<file path="config.mk">
export PLATFORM = sky130hd
export DESIGN_NAME = lsu_tlb_rd_ctl
export DESIGN_NICKNAME = d
export VERILOG_FILES = /design/src/rtl/lsu_tlb_rd_ctl.sv
export SDC_FILE = /design/constraint.sdc
export NUM_CORES = 1
export LEC_CHECK = 0
export ABC_CLOCK_PERIOD_IN_PS = 5550
export CAP_MARGIN = 5
export CORE_ASPECT_RATIO = 0.9
export CORE_MARGIN = 3
export CORE_UTILIZATION = 40
export CTS_CLUSTER_SIZE = 30
export DETAILED_ROUTE_END_ITERATION = 6
export DONT_BUFFER_PORTS = 1
export PLACE_DENSITY = 0.51
export RECOVER_POWER = 50
export SYNTH_ARGS = -nofsm -noshare
export SYNTH_HDL_FRONTEND = slang
export SYNTH_SLANG_ARGS = --single-unit
</file>
<file path="constraint.sdc">
create_clock -name rclk -period 5.55 [get_ports rclk]
set_clock_uncertainty 0.2 [all_clocks]
set_input_delay 1.665 -clock rclk [delete_from_list [all_inputs] [get_ports rclk]]
set_output_delay 1.665 -clock rclk [all_outputs]
set_load 0.1 [all_outputs]
</file>
<file path="src/rtl/lsu_tlb_rd_ctl.sv">
// -----------------------------------------------------------------------------
// lsu_tlb_rd_ctl
//
// Sequencer and arbiter for ASI diagnostic reads of the DTLB (tag, data and
// CSM views). Picks one requesting thread round-robin and issues the array
// read with the matching format selects. After RD_LAT cycles it captures the
// formatted read word and the relevant parity-check result. It returns them
// to the owning thread through a ready/valid response port.
//
// Ports
//   rclk, rst_l              clock, asynchronous active-low reset
//   req_vld/req_idx/req_type per-thread level requests (thread t at slice t)
//   req_ack                  one-hot acceptance pulse (issued in the RD cycle)
//   stall                    TLB busy; only blocks new grants
//   tlb_rd_vld/tlb_rd_idx    array read strobe and index
//   lsu_tlb_data_rd_vld_g    data-view format select (RD..CAPT)
//   lsu_tlb_csm_rd_vld_g     CSM-view format select  (RD..CAPT)
//   lsu_tlb_rd_data          formatted read word from the array datapath
//   tte_*_parity_error       parity-check results for the current read
//   rsp_vld/rsp_rdy          response handshake
//   rsp_tid/rsp_data/rsp_perr response payload, stable while rsp_vld
// -----------------------------------------------------------------------------
module lsu_tlb_rd_ctl #(
   parameter int NTHR   = 4,
   parameter int TID_W  = 2,
   parameter int IDX_W  = 6,
   parameter int RD_LAT = 2
) (
   input  logic                    rclk,
   input  logic                    rst_l,
   input  logic [NTHR-1:0]         req_vld,
   input  logic [NTHR*IDX_W-1:0]   req_idx,
   input  logic [NTHR*2-1:0]       req_type,
   output logic [NTHR-1:0]         req_ack,
   input  logic                    stall,
   output logic                    tlb_rd_vld,
   output logic [IDX_W-1:0]        tlb_rd_idx,
   output logic                    lsu_tlb_data_rd_vld_g,
   output logic                    lsu_tlb_csm_rd_vld_g,
   input  logic [63:0]             lsu_tlb_rd_data,
   input  logic                    tte_tag_parity_error,
   input  logic                    tte_data_parity_error,
   output logic                    rsp_vld,
   input  logic                    rsp_rdy,
   output logic [TID_W-1:0]        rsp_tid,
   output logic [63:0]             rsp_data,
   output logic                    rsp_perr
);

   typedef enum logic [2:0] {IDLE, RD, WAIT, CAPT, RESP} state_t;

   // WAIT lasts RD_LAT-1 cycles: the counter is loaded with RD_LAT-2 and
   // exits on zero. With RD_LAT==1 the WAIT state is never entered.
   localparam int WAIT_LOAD = (RD_LAT > 1) ? RD_LAT - 2 : 0;
   localparam int CNT_W     = (WAIT_LOAD > 1) ? $clog2(WAIT_LOAD + 1) : 1;

   localparam logic [1:0] TYPE_DATA = 2'b01;
   localparam logic [1:0] TYPE_CSM  = 2'b10;

   state_t             state;
   logic [TID_W-1:0]   rr_ptr;
   logic [CNT_W-1:0]   cnt;
   logic [TID_W-1:0]   tid_q;
   logic [IDX_W-1:0]   idx_q;
   logic [1:0]         type_q;

   logic               gnt_vld;
   logic [TID_W-1:0]   gnt_tid;
   logic               perr_sel;
   logic               rd_busy;

   // Round-robin pick: first requester at or after rr_ptr. Scanning from the
   // farthest offset down lets the nearest requester overwrite the result.
   // NOTE: every always_comb output gets a default first so no path can
   // leave it unassigned and infer a latch.
   always_comb begin
      gnt_vld = 1'b0;
      gnt_tid = rr_ptr;
      for (int i = NTHR - 1; i >= 0; i--) begin
         if (req_vld[rr_ptr + TID_W'(i)]) begin
            gnt_vld = 1'b1;
            gnt_tid = rr_ptr + TID_W'(i);
         end
      end
   end

   // Parity result source: data view checks data parity, CSM has none, tag
   // and the reserved encoding 11 check tag parity.
   always_comb begin
      case (type_q)
         TYPE_DATA: perr_sel = tte_data_parity_error;
         TYPE_CSM:  perr_sel = 1'b0;
         default:   perr_sel = tte_tag_parity_error;
      endcase
   end

   // NOTE: state and payload registers use non-blocking assignments so every
   // register samples the pre-edge values, independent of statement order.
   // The payload registers are reset as well, so rsp_data reads 0 out of reset.
   always_ff @(posedge rclk or negedge rst_l) begin
      if (!rst_l) begin
         state    <= IDLE;
         rr_ptr   <= '0;
         cnt      <= '0;
         tid_q    <= '0;
         idx_q    <= '0;
         type_q   <= '0;
         rsp_tid  <= '0;
         rsp_data <= '0;
         rsp_perr <= 1'b0;
      end else begin
         case (state)
            IDLE: begin
               if (gnt_vld && !stall) begin
                  tid_q  <= gnt_tid;
                  idx_q  <= req_idx[gnt_tid*IDX_W +: IDX_W];
                  type_q <= req_type[gnt_tid*2 +: 2];
                  state  <= RD;
               end
            end
            RD: begin
               if (RD_LAT > 1) begin
                  cnt   <= CNT_W'(WAIT_LOAD);
                  state <= WAIT;
               end else begin
                  state <= CAPT;
               end
            end
            WAIT: begin
               if (cnt == '0) state <= CAPT;
               else           cnt   <= cnt - 1'b1;
            end
            CAPT: begin
               rsp_data <= lsu_tlb_rd_data;
               rsp_perr <= perr_sel;
               rsp_tid  <= tid_q;
               state    <= RESP;
            end
            RESP: begin
               if (rsp_rdy) begin
                  // The thread just served drops to lowest priority.
                  rr_ptr <= tid_q + TID_W'(1);
                  state  <= IDLE;
               end
            end
            default: state <= IDLE;
         endcase
      end
   end

   // Outputs decoded from state plus latched registers, so an asynchronous
   // reset clears them in the same cycle.
   assign rd_busy               = (state == RD) || (state == WAIT) || (state == CAPT);
   assign tlb_rd_vld            = (state == RD);
   assign tlb_rd_idx            = (state == RD) ? idx_q : '0;
   assign lsu_tlb_data_rd_vld_g = rd_busy && (type_q == TYPE_DATA);
   assign lsu_tlb_csm_rd_vld_g  = rd_busy && (type_q == TYPE_CSM);
   assign rsp_vld               = (state == RESP);

   always_comb begin
      req_ack = '0;
      if (state == RD) req_ack[tid_q] = 1'b1;
   end

endmodule

</file>
### After elaboration in Yosys (flattened, before gate mapping)

Index checks and enable logic that the tools add are counted.

| storage, ports and cells | value |
|---|---|
| register bits after elaboration | 83 |
| bits of input ports | 106 |
| output and inout port bits | 81 |
| logic and storage cells | 71 |

| cells by class | value |
|---|---|
| $add $sub $neg | 5 |
| multipliers | 1 |
| order comparisons | 6 |
| equal/unequal tests | 9 |
| shifts and indexed selects | 2 |
| muxes and demuxes | 27 |
| reductions and logical operators | 12 |

Operators by type and width:

| operator | number |
|---|---|
| $shiftx A24 B6 Y6 | 1 |
| $lt A2 B3 Y1 const B | 5 |
| $pmux W3 S5 | 1 |
| $mux W1 | 10 |
| $mux W3 | 3 |
| $bmux W1 S2 | 4 |
| $mux W2 | 4 |
| $shiftx A8 B4 Y2 | 1 |
| $eq A3 B2 Y1 const B | 2 |
| $mux W6 | 1 |
| $add A2 B1 Y2 const B | 2 |
| $add A2 B2 Y2 const B | 2 |
| $logic_and A1 B1 Y1 | 4 |
| $mul A2 B2 Y4 const B | 1 |
| $mux W4 | 1 |
| $ne A2 B2 Y1 const B | 2 |
| $pmux W1 S2 | 2 |
| $reduce_and A2 Y1 | 2 |
| $eq A3 B1 Y1 const B | 1 |
| $eq A3 B3 Y1 const B | 1 |
| $logic_not A3 Y1 | 1 |
| $reduce_and A3 Y1 | 1 |
| $demux W1 S2 | 1 |
| $eq A2 B1 Y1 const B | 1 |
| other kinds (7) | 8 |

### Logic depth before layout (Yosys ltp)

Gate-level depths: netlist of the first run.

| logic depth | value |
|---|---|
| word-level depth | 10 |
| gate-level depth with buffers | 7 |
| gate-level depth less buffers | 6 |

### Worst setup path before layout of the first run

Ideal clock, no wire load.

| timing path | value |
|---|---|
| path kind | register to output |
| from | reg type_q[1] |
| to | out lsu_tlb_data_rd_vld_g |
| arrival time | 2755 ps |
| data required time | 3685 ps |
| slack | 930 ps |
| stages on the path, launching flop included | 4 |
| path buffers | 0 |
| cell sequence | dfrtp_1 inv_1 ha_1 nor3b_1 |

| on the way | value |
|---|---|
| word-level cells in the longest chain between the ends | 2 |

RTL lines:

| element | line | RTL |
|---|---|---|
| start, declared | 65 | `logic [1:0] type_q;` |
| start signal, assigned | 117 | `type_q <= req_type[gnt_tid*2 +: 2];` |
| $eq A2 B1 Y1 | 156 | `assign lsu_tlb_data_rd_vld_g = rd_busy && (type_q == TYPE_DATA);` |
| $logic_and A1 B1 Y1 | 156 |  |
| end, declared | 38 | `output logic lsu_tlb_data_rd_vld_g,` |

No other way between the ends.

### Worst setup path in the final report of the first run

| timing path | value |
|---|---|
| from | reg state[2] |
| to | out req_ack[1] |

| on the way | value |
|---|---|
| word-level cells in the longest chain between the ends | 2 |

RTL lines:

| element | line | RTL |
|---|---|---|
| start, declared | 60 | `state_t state;` |
| start signal, assigned | 102 | `state <= IDLE;` |
| start signal, assigned | 118 | `state <= RD;` |
| start signal, assigned | 124 | `state <= WAIT;` |
| $eq A3 B1 Y1 | 162 | `if (state == RD) req_ack[tid_q] = 1'b1;` |
| $mux W4 | 162 |  |
| end, declared | 34 | `output logic [NTHR-1:0] req_ack,` |

No other way between the ends.

==> summary.txt, run 1 <==
Yosys
  • Register area share after synthesis: 54.1%
  • Synth top cells by count: dfrtp_1 (82), mux2_2 (66), inv_1 (21)
  • Library cells used by synthesis: 35
  • Asr flop ratio synth: 100%
  • Avg Inst Size Synth: 13.0 µm²
  • Synth top area share: 54.1%
  • EDFF count, synth: 0
  • Synth warn: 0
  • Count leader, synth: dfrtp_1
  • Net Count, Synth: 404
  • Top FF cell, synth: dfrtp_1
  • Cell type with the largest total area after synthesis: dfrtp_1
  • Flops & latches, synth: 82
  • Synth Cell Area: 3790 µm²
  • Post-Synthesis Cells: 292
  • Area contributors post-synth: dfrtp_1 (54%), mux2_2 (20%), a211oi_2 (3.0%)

Timing
  • Final TNS setup: 0 ns
  • Final min period: 4.34 ns
  • Hold Fails Final Rpt: 0
  • Setup-failing EPs final: 0
  • Final Max Tran Viols: 67
  • Worst slew margin: -123%
  • Worst Tran Pin Value: 3.34 ns
  • Final period util: 78.1%
  • Max frequency: 231 MHz
  • RSZ-0062 raised after global routing: false

Die
  • Core area: 9170 µm²
  • Die area: 10700 µm²
  • Starting Density: 41.4%
  • Die width: 109 µm
  • I/O Pins: 187
  • Die Span Y: 98.4 µm
  • # rows: 33

Clock network
  • Clock-pin slew on the worst setup and hold paths: 0.08 ns
  • Clock root cell: clkbuf_8
  • TritonCTS Buffers: 9
  • CTS sink cnt: 82
  • Hold bufs inserted after CTS: 0
  • CTS Buffer Depth: 2
  • CTS H-tree lvls: 3
  • Post-CTS setup buffers: 0
  • Post_cts resized: 0
  • CTS tree: yes
  • Later-pin clock latency in the skew report: 0.34 ns

Place
  • Final HPWL DP: 5880 µm
  • Routability congestion estimate: 0.723
  • Port bufs: 0
  • Post-placement cell count: 402
  • Post-DP Area: 3950 µm²

GRT
  • Gr ovfl total: 0
  • Met2 Usage GRT: 24.8%
  • Antenna violations before repair: 0
  • First-pass GRT wire length: 12600 µm
  • Met1 Resource Use GR: 18.6%
  • Largest net degree at the start of global routing: 83
  • Vias in the first global route: 2366
  • Global-route met3 utilization: 6.54%
  • Total GRT Usage: 15.2%
  • Busiest grt layer: met2

Status
  • Status: finished, violations left
  • Failing checks: capacitance limit, slew limit

Final layout
  • Final Cell Area: 4140 µm²
  • Final Core Density: 45.2%
  • Ant. Diodes: 0
  • Finished Layout Cells: 418
  • Share of cells above drive strength 1: 38.2%
  • Final layout net count: 403
  • Area growth from synthesis to layout: 9.23%

Worst setup path
  • Req. time, crit path: 3.69 ns
  • Arrival @ worst endpoint: 2.47 ns
  • Critical Path Start Type: flop
  • CP Capture Type: primary output
  • Max FO, Critical Path: 11
  • Kind of critical path: reg2out
  • Critical path origin: state[2]
  • Worst r2r src: state[2]

Drt
  • Vias per Instance: 5.23
  • Drt drc: 0
  • Vias: 2187
  • Routed WL: 8120 µm
  • TritonRoute pass-1 iters: 4
  • Per-cell routed wire length: 19.4 µm
  • Post-route ant nets: 0
  • Initial DRC Count: 94

Job
  • Max Cap Viol: 1

Hold path
  • Hold wc startpoint: idx_q[4]
  • Hold crit path type: reg2reg
## critical path, cell delays in order, from the launching register on
cell	delay, ns
dfrtp_1	0.47
nor3b_2	0.73
and2_1	0.92
## cell type report
type,instances,area (µm²)
Clock buffer,11,141
Clock inverter,5,61.3
Fill cell,855,5020
Inverter,21,78.8
Multi-Input combinational cell,173,1580
Sequential cell,82,2050
Tap cell,122,153
Timing Repair Buffer,4,78.8
## layout by cell type, fill, tap and decap left out
master and instances:
clkinvlp_4 3, nor2_1 6, nor2_2 1, o21bai_4 1, clkbuf_8 10, nor4_2 1
nor2b_2 2, a21oi_1 2, nand3b_1 1, and3b_1 1, or2_1 1, o21ai_1 1
inv_1 21, nor3_1 2, mux2_2 66, inv_6 1, a31oi_1 16, a211o_4 1
clkbuf_1 2, o21ai_4 1, a211oi_1 7, nor3b_2 3, clkbuf_16 3, bufinv_16 1
o31ai_2 8, xnor2_1 1, a211oi_2 9, ha_1 6, o21a_1 1, dfrtp_1 82
o21ai_0 5, and3_4 1, nor2b_1 2, and2_1 10, nand2_1 16, nand3b_2 1
## final timing paths
path	cells after the start	endpoint	slack, ns
worst max-delay path	2	req_ack[1]	1.21
worst min-delay path	2	idx_q[4]	0.29
worst max register to register	3	rsp_data[52]	1.51
worst min register to register	2	idx_q[4]	0.29
max in group asynchronous	0	idx_q[1]	4.17
min in group asynchronous	0	rsp_data[28]	0.81
## metal layers
layer,share of wire [%],vias to the layer above
met5,0,-
met2,50,111
li1,-,1016
met3,9.5,4
met4,0.65,0
met1,40,1056
## stage by stage
step	hold slack (ns)	worst slack (ns)
after floorplan	0.249	0.930
after global placement	0.268	1.60
after detailed placement	0.274	1.56
after CTS	0.295	1.16
after global routing	0.316	1.01
final	0.286	1.21
## sequential cells by signal, indices dropped and copies added, names as in the netlist
| signal | cells |
|---|---|
| rr_ptr | 2 |
| idx_q | 6 |
| rsp_tid | 2 |
| state | 3 |
| type_q | 2 |
| tid_q | 2 |
| rsp_data | 64 |
| rsp_perr | 1 |
## logic make-up (layout without fill, tap and decap cells)
kind of cell,count (synthesis),after routing,synth area share [%]
adders and majority gates,6,6,1.98
and+or+nand+nor,48,48,7.22
buffers and inverters,37,41,4.62
DFF,82,82,54.1
muxes,66,66,19.6
AOI/OAI and AO/OA,52,52,12.3
xor gates and xnor gates,1,1,0.231
Power of run 1 is not shown: default switching activity piles up to over one toggle a cycle in this logic, so the estimate is an artifact.
==> run 2, diff against run 1 <==
--- a/config.mk
+++ b/config.mk
@@ -5,7 +5,7 @@
 export SDC_FILE = /design/constraint.sdc
 export NUM_CORES = 1
 export LEC_CHECK = 0
-export ABC_CLOCK_PERIOD_IN_PS = 5550
+export ABC_CLOCK_PERIOD_IN_PS = 4350
 export CAP_MARGIN = 5
 export CORE_ASPECT_RATIO = 0.9
 export CORE_MARGIN = 3
==> constraint.sdc (replaced) <==
create_clock -name rclk -period 4.35 [get_ports rclk]
set_clock_uncertainty 0.2 [all_clocks]
set_input_delay 1.305 -clock rclk [delete_from_list [all_inputs] [get_ports rclk]]
set_output_delay 1.305 -clock rclk [all_outputs]
set_load 0.1 [all_outputs]
==> run 2 against run 1 <==
  * Core utilization increased by 0.98 points
  * Die area unchanged
  * Wire length grew 1.1%
  * Global-route usage up 0.17 points
  * Via count grew 2.8%
  * Critical path depth rose by 1
  * Worst setup slack lost 0.42 ns
  * Worst hold slack improved by 0.00065 ns
  * First-iteration DRC count shrank 20%
  * Design area rose by 2.2%
  * Cell count up 2.4%
  * The flow still finishes with violations (capacitance limit, slew limit)
  * Clock-buffer cell count did not move
==> summary.txt, run 2 (synthesized netlist as in run 1, its figures left out) <==
Die
  • Starting Density: 41.4% (unchanged)
  • # rows: 33 (unchanged)
  • Core area: 9170 µm² (unchanged)
  • I/O Pins: 187 (unchanged)
  • Die width: 109 µm (unchanged)
  • Die Span Y: 98.4 µm (unchanged)
  • Die area: 10700 µm² (unchanged)

Clock network
  • Hold bufs inserted after CTS: 0 (unchanged)
  • CTS Buffer Depth: 2 (unchanged)
  • CTS H-tree lvls: 3 (unchanged)
  • CTS tree: yes
  • TritonCTS Buffers: 9 (unchanged)
  • Clock-pin slew on the worst setup and hold paths: 0.09 ns (about the same)
  • Post-CTS setup buffers: 0 (unchanged)
  • Post_cts resized: 0 (unchanged)
  • CTS sink cnt: 82 (unchanged)
  • Clock root cell: clkbuf_8
  • Later-pin clock latency in the skew report: 0.34 ns (about the same)

Timing
  • Hold Fails Final Rpt: 0 (unchanged)
  • Max frequency: 281 MHz
  • Worst slew margin: -2.22% (+120 points)
  • Final min period: 3.56 ns
  • Final period util: 81.9%
  • Final Max Tran Viols: 67 (unchanged)
  • RSZ-0062 raised after global routing: false
  • Worst Tran Pin Value: 1.53 ns (-1.80 ns)
  • Final TNS setup: 0 ns (unchanged)
  • Setup-failing EPs final: 0 (unchanged)

Final layout
  • Share of cells above drive strength 1: 40.2% (+2.0 points)
  • Area growth from synthesis to layout: 11.6%
  • Final Cell Area: 4230 µm² (+2.2%)
  • Biggest regs: rsp_data x64, idx_q x6, state x3
  • Ant. Diodes: 0 (unchanged)
  • Max reg flops: 64 (unchanged)
  • Top reg by flops: rsp_data
  • Final layout net count: 413 (+2.5%)
  • Most common cell after layout, fill and taps aside: dfrtp_1
  • Most frequent cells in the layout: dfrtp_1 (82), mux2_2 (66), inv_1 (21), nand2_1 (16), a31oi_1 (16)

Drt
  • TritonRoute pass-1 iters: 4 (unchanged)
  • Routed WL: 8210 µm (+1.1%)
  • Initial DRC Count: 75 (-20%)
  • Post-route ant nets: 0 (unchanged)
  • Per-cell routed wire length: 19.2 µm (-1.3%)
  • Drt drc: 0 (unchanged)
  • Vias per Instance: 5.25 (+0.43%)
  • Vias: 2249 (+2.8%)

GRT
  • Total GRT Usage: 15.4% (+0.17 points)
  • Gr ovfl total: 0 (unchanged)
  • Vias in the first global route: 2320 (-1.9%)
  • Antenna violations before repair: 0 (unchanged)
  • Largest net degree at the start of global routing: 83 (unchanged)
  • First-pass GRT wire length: 12700 µm (+0.55%)

Place
  • Final HPWL DP: 5960 µm (+1.2%)
  • Port bufs: 0 (unchanged)
  • Post-DP Area: 4020 µm² (+1.9%)
  • Routability congestion estimate: 0.724 (+0.18%)

Worst setup path
  • Worst r2r src: state[2]
  • Arrival @ worst endpoint: 2.06 ns (-0.41 ns)
  • Req. time, crit path: 2.84 ns (-0.85 ns)
  • Critical Path Start Type: flop
  • Max FO, Critical Path: 11 (unchanged)
  • Critical path origin: state[2]
  • CP Capture Type: primary output
  • Kind of critical path: reg2out

Status
  • Status: finished, violations left
  • Failing checks: capacitance limit, slew limit

Job
  • Max Cap Viol: 1 (unchanged)

Hold path
  • Hold crit path type: reg2reg
  • Hold wc startpoint: idx_q[4]
## run 2: final cells by class
cell class / instances / area, µm²
inverters: 21 / 78.8
flip-flops and latches: 82 / 2050
clock inverters: 5 / 85.1
repair buffers: 14 / 155
multi-input cells: 173 / 1580
clock buffers: 11 / 131
fillers: 847 / 4930
well taps: 122 / 153
## run 2: final timing paths
check,end,slack [ns],depth (start not counted)
worst max-delay path,req_ack[3],0.79,3
worst min-delay path,idx_q[4],0.29,2
worst max register to register,rsp_data[32],1.58,3
worst min register to register,idx_q[4],0.29,2
max in group asynchronous,rsp_data[23],3.37,0
min in group asynchronous,rsp_data[30],0.45,0
## run 2: routing by layer
layer | share of wire [%] | global-route usage [%] | up-vias
met1 | 43 | 20.3 | 1086
met2 | 48 | 24.1 | 113
met5 | 0 | 0 | -
met3 | 7.5 | 4.89 | 4
li1 | - | - | 1046
met4 | 0.74 | 4.95 | 0
## run 2: worst max-delay path, cell delays in order (launching register included)
cell and delay (ns):
dfrtp_1 0.48, nor3b_2 0.69, and2_1 0.25, buf_4 0.29
## run 2: metrics by stage
step | cells | utilization (%) | worst slack (ns) | hold WS (ns)
after CTS | 428 | 46.2 | 0.694 | 0.290
final | 428 | 46.2 | 0.789 | 0.287
after detailed placement | 412 | 43.9 | 1.10 | 0.272
after floorplan | 292 | - | 0.0904 | 0.249
after global routing | 428 | 46.2 | 0.624 | 0.323
after global placement | 412 | 43.9 | 1.12 | 0.269
Power of run 2 is left out for the same reason.
==> run 3, diff against run 2 <==
--- a/config.mk
+++ b/config.mk
@@ -5,7 +5,7 @@
 export SDC_FILE = /design/constraint.sdc
 export NUM_CORES = 1
 export LEC_CHECK = 0
-export ABC_CLOCK_PERIOD_IN_PS = 4350
+export ABC_CLOCK_PERIOD_IN_PS = 3510
 export CAP_MARGIN = 5
 export CORE_ASPECT_RATIO = 0.9
 export CORE_MARGIN = 3
==> constraint.sdc (replaced) <==
create_clock -name rclk -period 3.51 [get_ports rclk]
set_clock_uncertainty 0.2 [all_clocks]
set_input_delay 1.053 -clock rclk [delete_from_list [all_inputs] [get_ports rclk]]
set_output_delay 1.053 -clock rclk [all_outputs]
set_load 0.1 [all_outputs]
==> run 3 against run 2 <==
  * The run now ends clean
  * Wire length is 1.7% higher
  * Sequential share of layout area is 0.24 points lower
  * Register-to-register slack worse by 0.97 ns
  * Clock-buffer cell count unchanged
  * Critical path depth is 1 higher
  * Core utilization grew 0.23 points
  * Global-route usage grew 0.070 points
  * First-iteration DRC count down 5.3%
  * Via count is 1.5% higher
  * Design area grew 0.50%
  * Non-clock buffer count rose by 2
==> summary.txt, run 3 (synthesized netlist as in run 1, its figures left out) <==
Drt
  • Drt drc: 0 (unchanged)
  • TritonRoute pass-1 iters: 4 (unchanged)
  • Vias: 2282 (+1.5%)
  • Routed WL: 8350 µm (+1.7%)
  • Post-route ant nets: 0 (unchanged)
  • Initial DRC Count: 71 (-5.3%)
  • Per-cell routed wire length: 19.4 µm (+1.3%)
  • Vias per Instance: 5.31 (+1.0%)

Job
  • Max Cap Viol: 0 (-1)

Timing
  • Worst Tran Pin Value: 1.45 ns (-0.0821 ns)
  • Setup-failing EPs final: 0 (unchanged)
  • Final min period: 2.97 ns
  • Final Max Tran Viols: 0 (-100%)
  • Setup ws final: 0.540 ns (-0.249 ns)
  • Hold Fails Final Rpt: 0 (unchanged)
  • RSZ-0062 raised after global routing: false
  • Final TNS setup: 0 ns (unchanged)
  • Worst slew margin: 3.25% (+5.5 points)
  • Final period util: 84.6%
  • Max frequency: 337 MHz

Worst setup path
  • Max FO, Critical Path: 11 (unchanged)
  • CP Capture Type: primary output
  • Crit path cell chain: nor3b_2 > buf_4 > and2_1 > buf_4
  • Kind of critical path: reg2out
  • CP top delay family: flip-flops
  • R2R depth: 3 (unchanged)
  • Critical Path Stages: 4 (+1)
  • Arrival @ worst endpoint: 1.72 ns (-0.34 ns)
  • CP max-delay cell: dfrtp_1
  • Buffers & Inverters on Critical Path: 2 (+1)
  • Critical Path Start Type: flop
  • Most numerous cell on the critical path: buf_4
  • Worst path max stage delay: 0.50 ns (-0.19 ns)
  • Req. time, crit path: 2.26 ns (-0.58 ns)

GRT
  • Gr ovfl total: 0 (unchanged)
  • Total GRT Usage: 15.5% (+0.070 points)
  • Largest net degree at the start of global routing: 83 (unchanged)
  • Vias in the first global route: 2324 (+0.17%)
  • First-pass GRT wire length: 12700 µm (+0.43%)
  • Antenna violations before repair: 0 (unchanged)

Final layout
  • Most common cell after layout, fill and taps aside: dfrtp_1
  • Max reg flops: 64 (unchanged)
  • Top reg by flops: rsp_data
  • Ant. Diodes: 0 (unchanged)
  • Finished Layout Cells: 430 (+0.47%)
  • Biggest regs: rsp_data x64, idx_q x6, state x3
  • Most frequent cells in the layout: dfrtp_1 (82), mux2_2 (66), inv_1 (21), nand2_1 (16), a31oi_1 (16)
  • Final Core Density: 46.4% (+0.23 points)
  • Area growth from synthesis to layout: 12.2%
  • Final layout net count: 415 (+0.48%)
  • Share of cells above drive strength 1: 40.6% (+0.39 points)

Clock network
  • CTS H-tree lvls: 3 (unchanged)
  • Post_cts resized: 0 (unchanged)
  • Clock root cell: clkbuf_8
  • Post-CTS setup buffers: 0 (unchanged)
  • Hold bufs inserted after CTS: 0 (unchanged)
  • Later-pin clock latency in the skew report: 0.34 ns (about the same)
  • CTS Buffer Depth: 2 (unchanged)
  • CTS sink cnt: 82 (unchanged)
  • CTS tree: yes
  • Clock-pin slew on the worst setup and hold paths: 0.09 ns (about the same)
  • TritonCTS Buffers: 9 (unchanged)

Die
  • Die area: 10700 µm² (unchanged)
  • Starting Density: 41.4% (unchanged)
  • I/O Pins: 187 (unchanged)
  • Die Span Y: 98.4 µm (unchanged)
  • Core area: 9170 µm² (unchanged)
  • # rows: 33 (unchanged)
  • Die width: 109 µm (unchanged)

Place
  • Routability congestion estimate: 0.733 (+1.2%)
  • Setup WS pre-CTS: 0.793 ns (-0.306 ns)
  • Port bufs: 0 (unchanged)
  • Post-placement cell count: 414 (+0.49%)
  • Final HPWL DP: 6160 µm (+3.3%)

Status
  • Status: finished, final reports clean

Hold path
  • Hold crit path type: in2async
[run 3: changes by cell type in the layout (fill, tap and decap cells not counted), moves of 2 or more]
cell | previous run | this run
buf_4 | 10 | 14
clkbuf_16 | 3 | 1
nor3b_2 | 3 | 1
nor3b_4 | 0 | 2
[run 3: layout make-up]
class	instances	area [µm²]
fillers	843	4910
flip-flops and latches	82	2050
multi-input cells	173	1590
well taps	122	153
clock buffers	11	141
repair buffers	16	135
clock inverters	5	108
inverters	21	78.8
[run 3: per-layer routing]
metal,wire (µm),share of wire [%],global-route usage [%],vias to the layer above
met1,3310,40,18.4,1102
li1,-,-,-,1057
met3,912,11,7.27,7
met2,4040,48,24.9,116
met4,87,1.0,4.66,0
met5,0,0,0,-
[run 3: path summary, 6_finish.rpt]
path	start	end	slack, ns
max	state[2]	req_ack[1]	0.54
min	rst_l	rsp_data[32]	0.19
max reg2reg	state[2]	rsp_data[4]	0.61
min reg2reg	idx_q[4]	idx_q[4]	0.28
max in group asynchronous	rst_l	rsp_data[2]	2.77
min in group rclk	idx_q[4]	idx_q[4]	0.28
[run 3: metrics by stage]
step	hold WS (ns)	cell area [µm²]
3_5_place_dp	0.265	4030
3_3_place_gp	0.265	4030
4_1_cts	0.167	4280
2_1_floorplan	0.249	3800
5_1_grt	0.157	4260
6_report	0.190	4260
Power of run 3 is left out for the same reason.
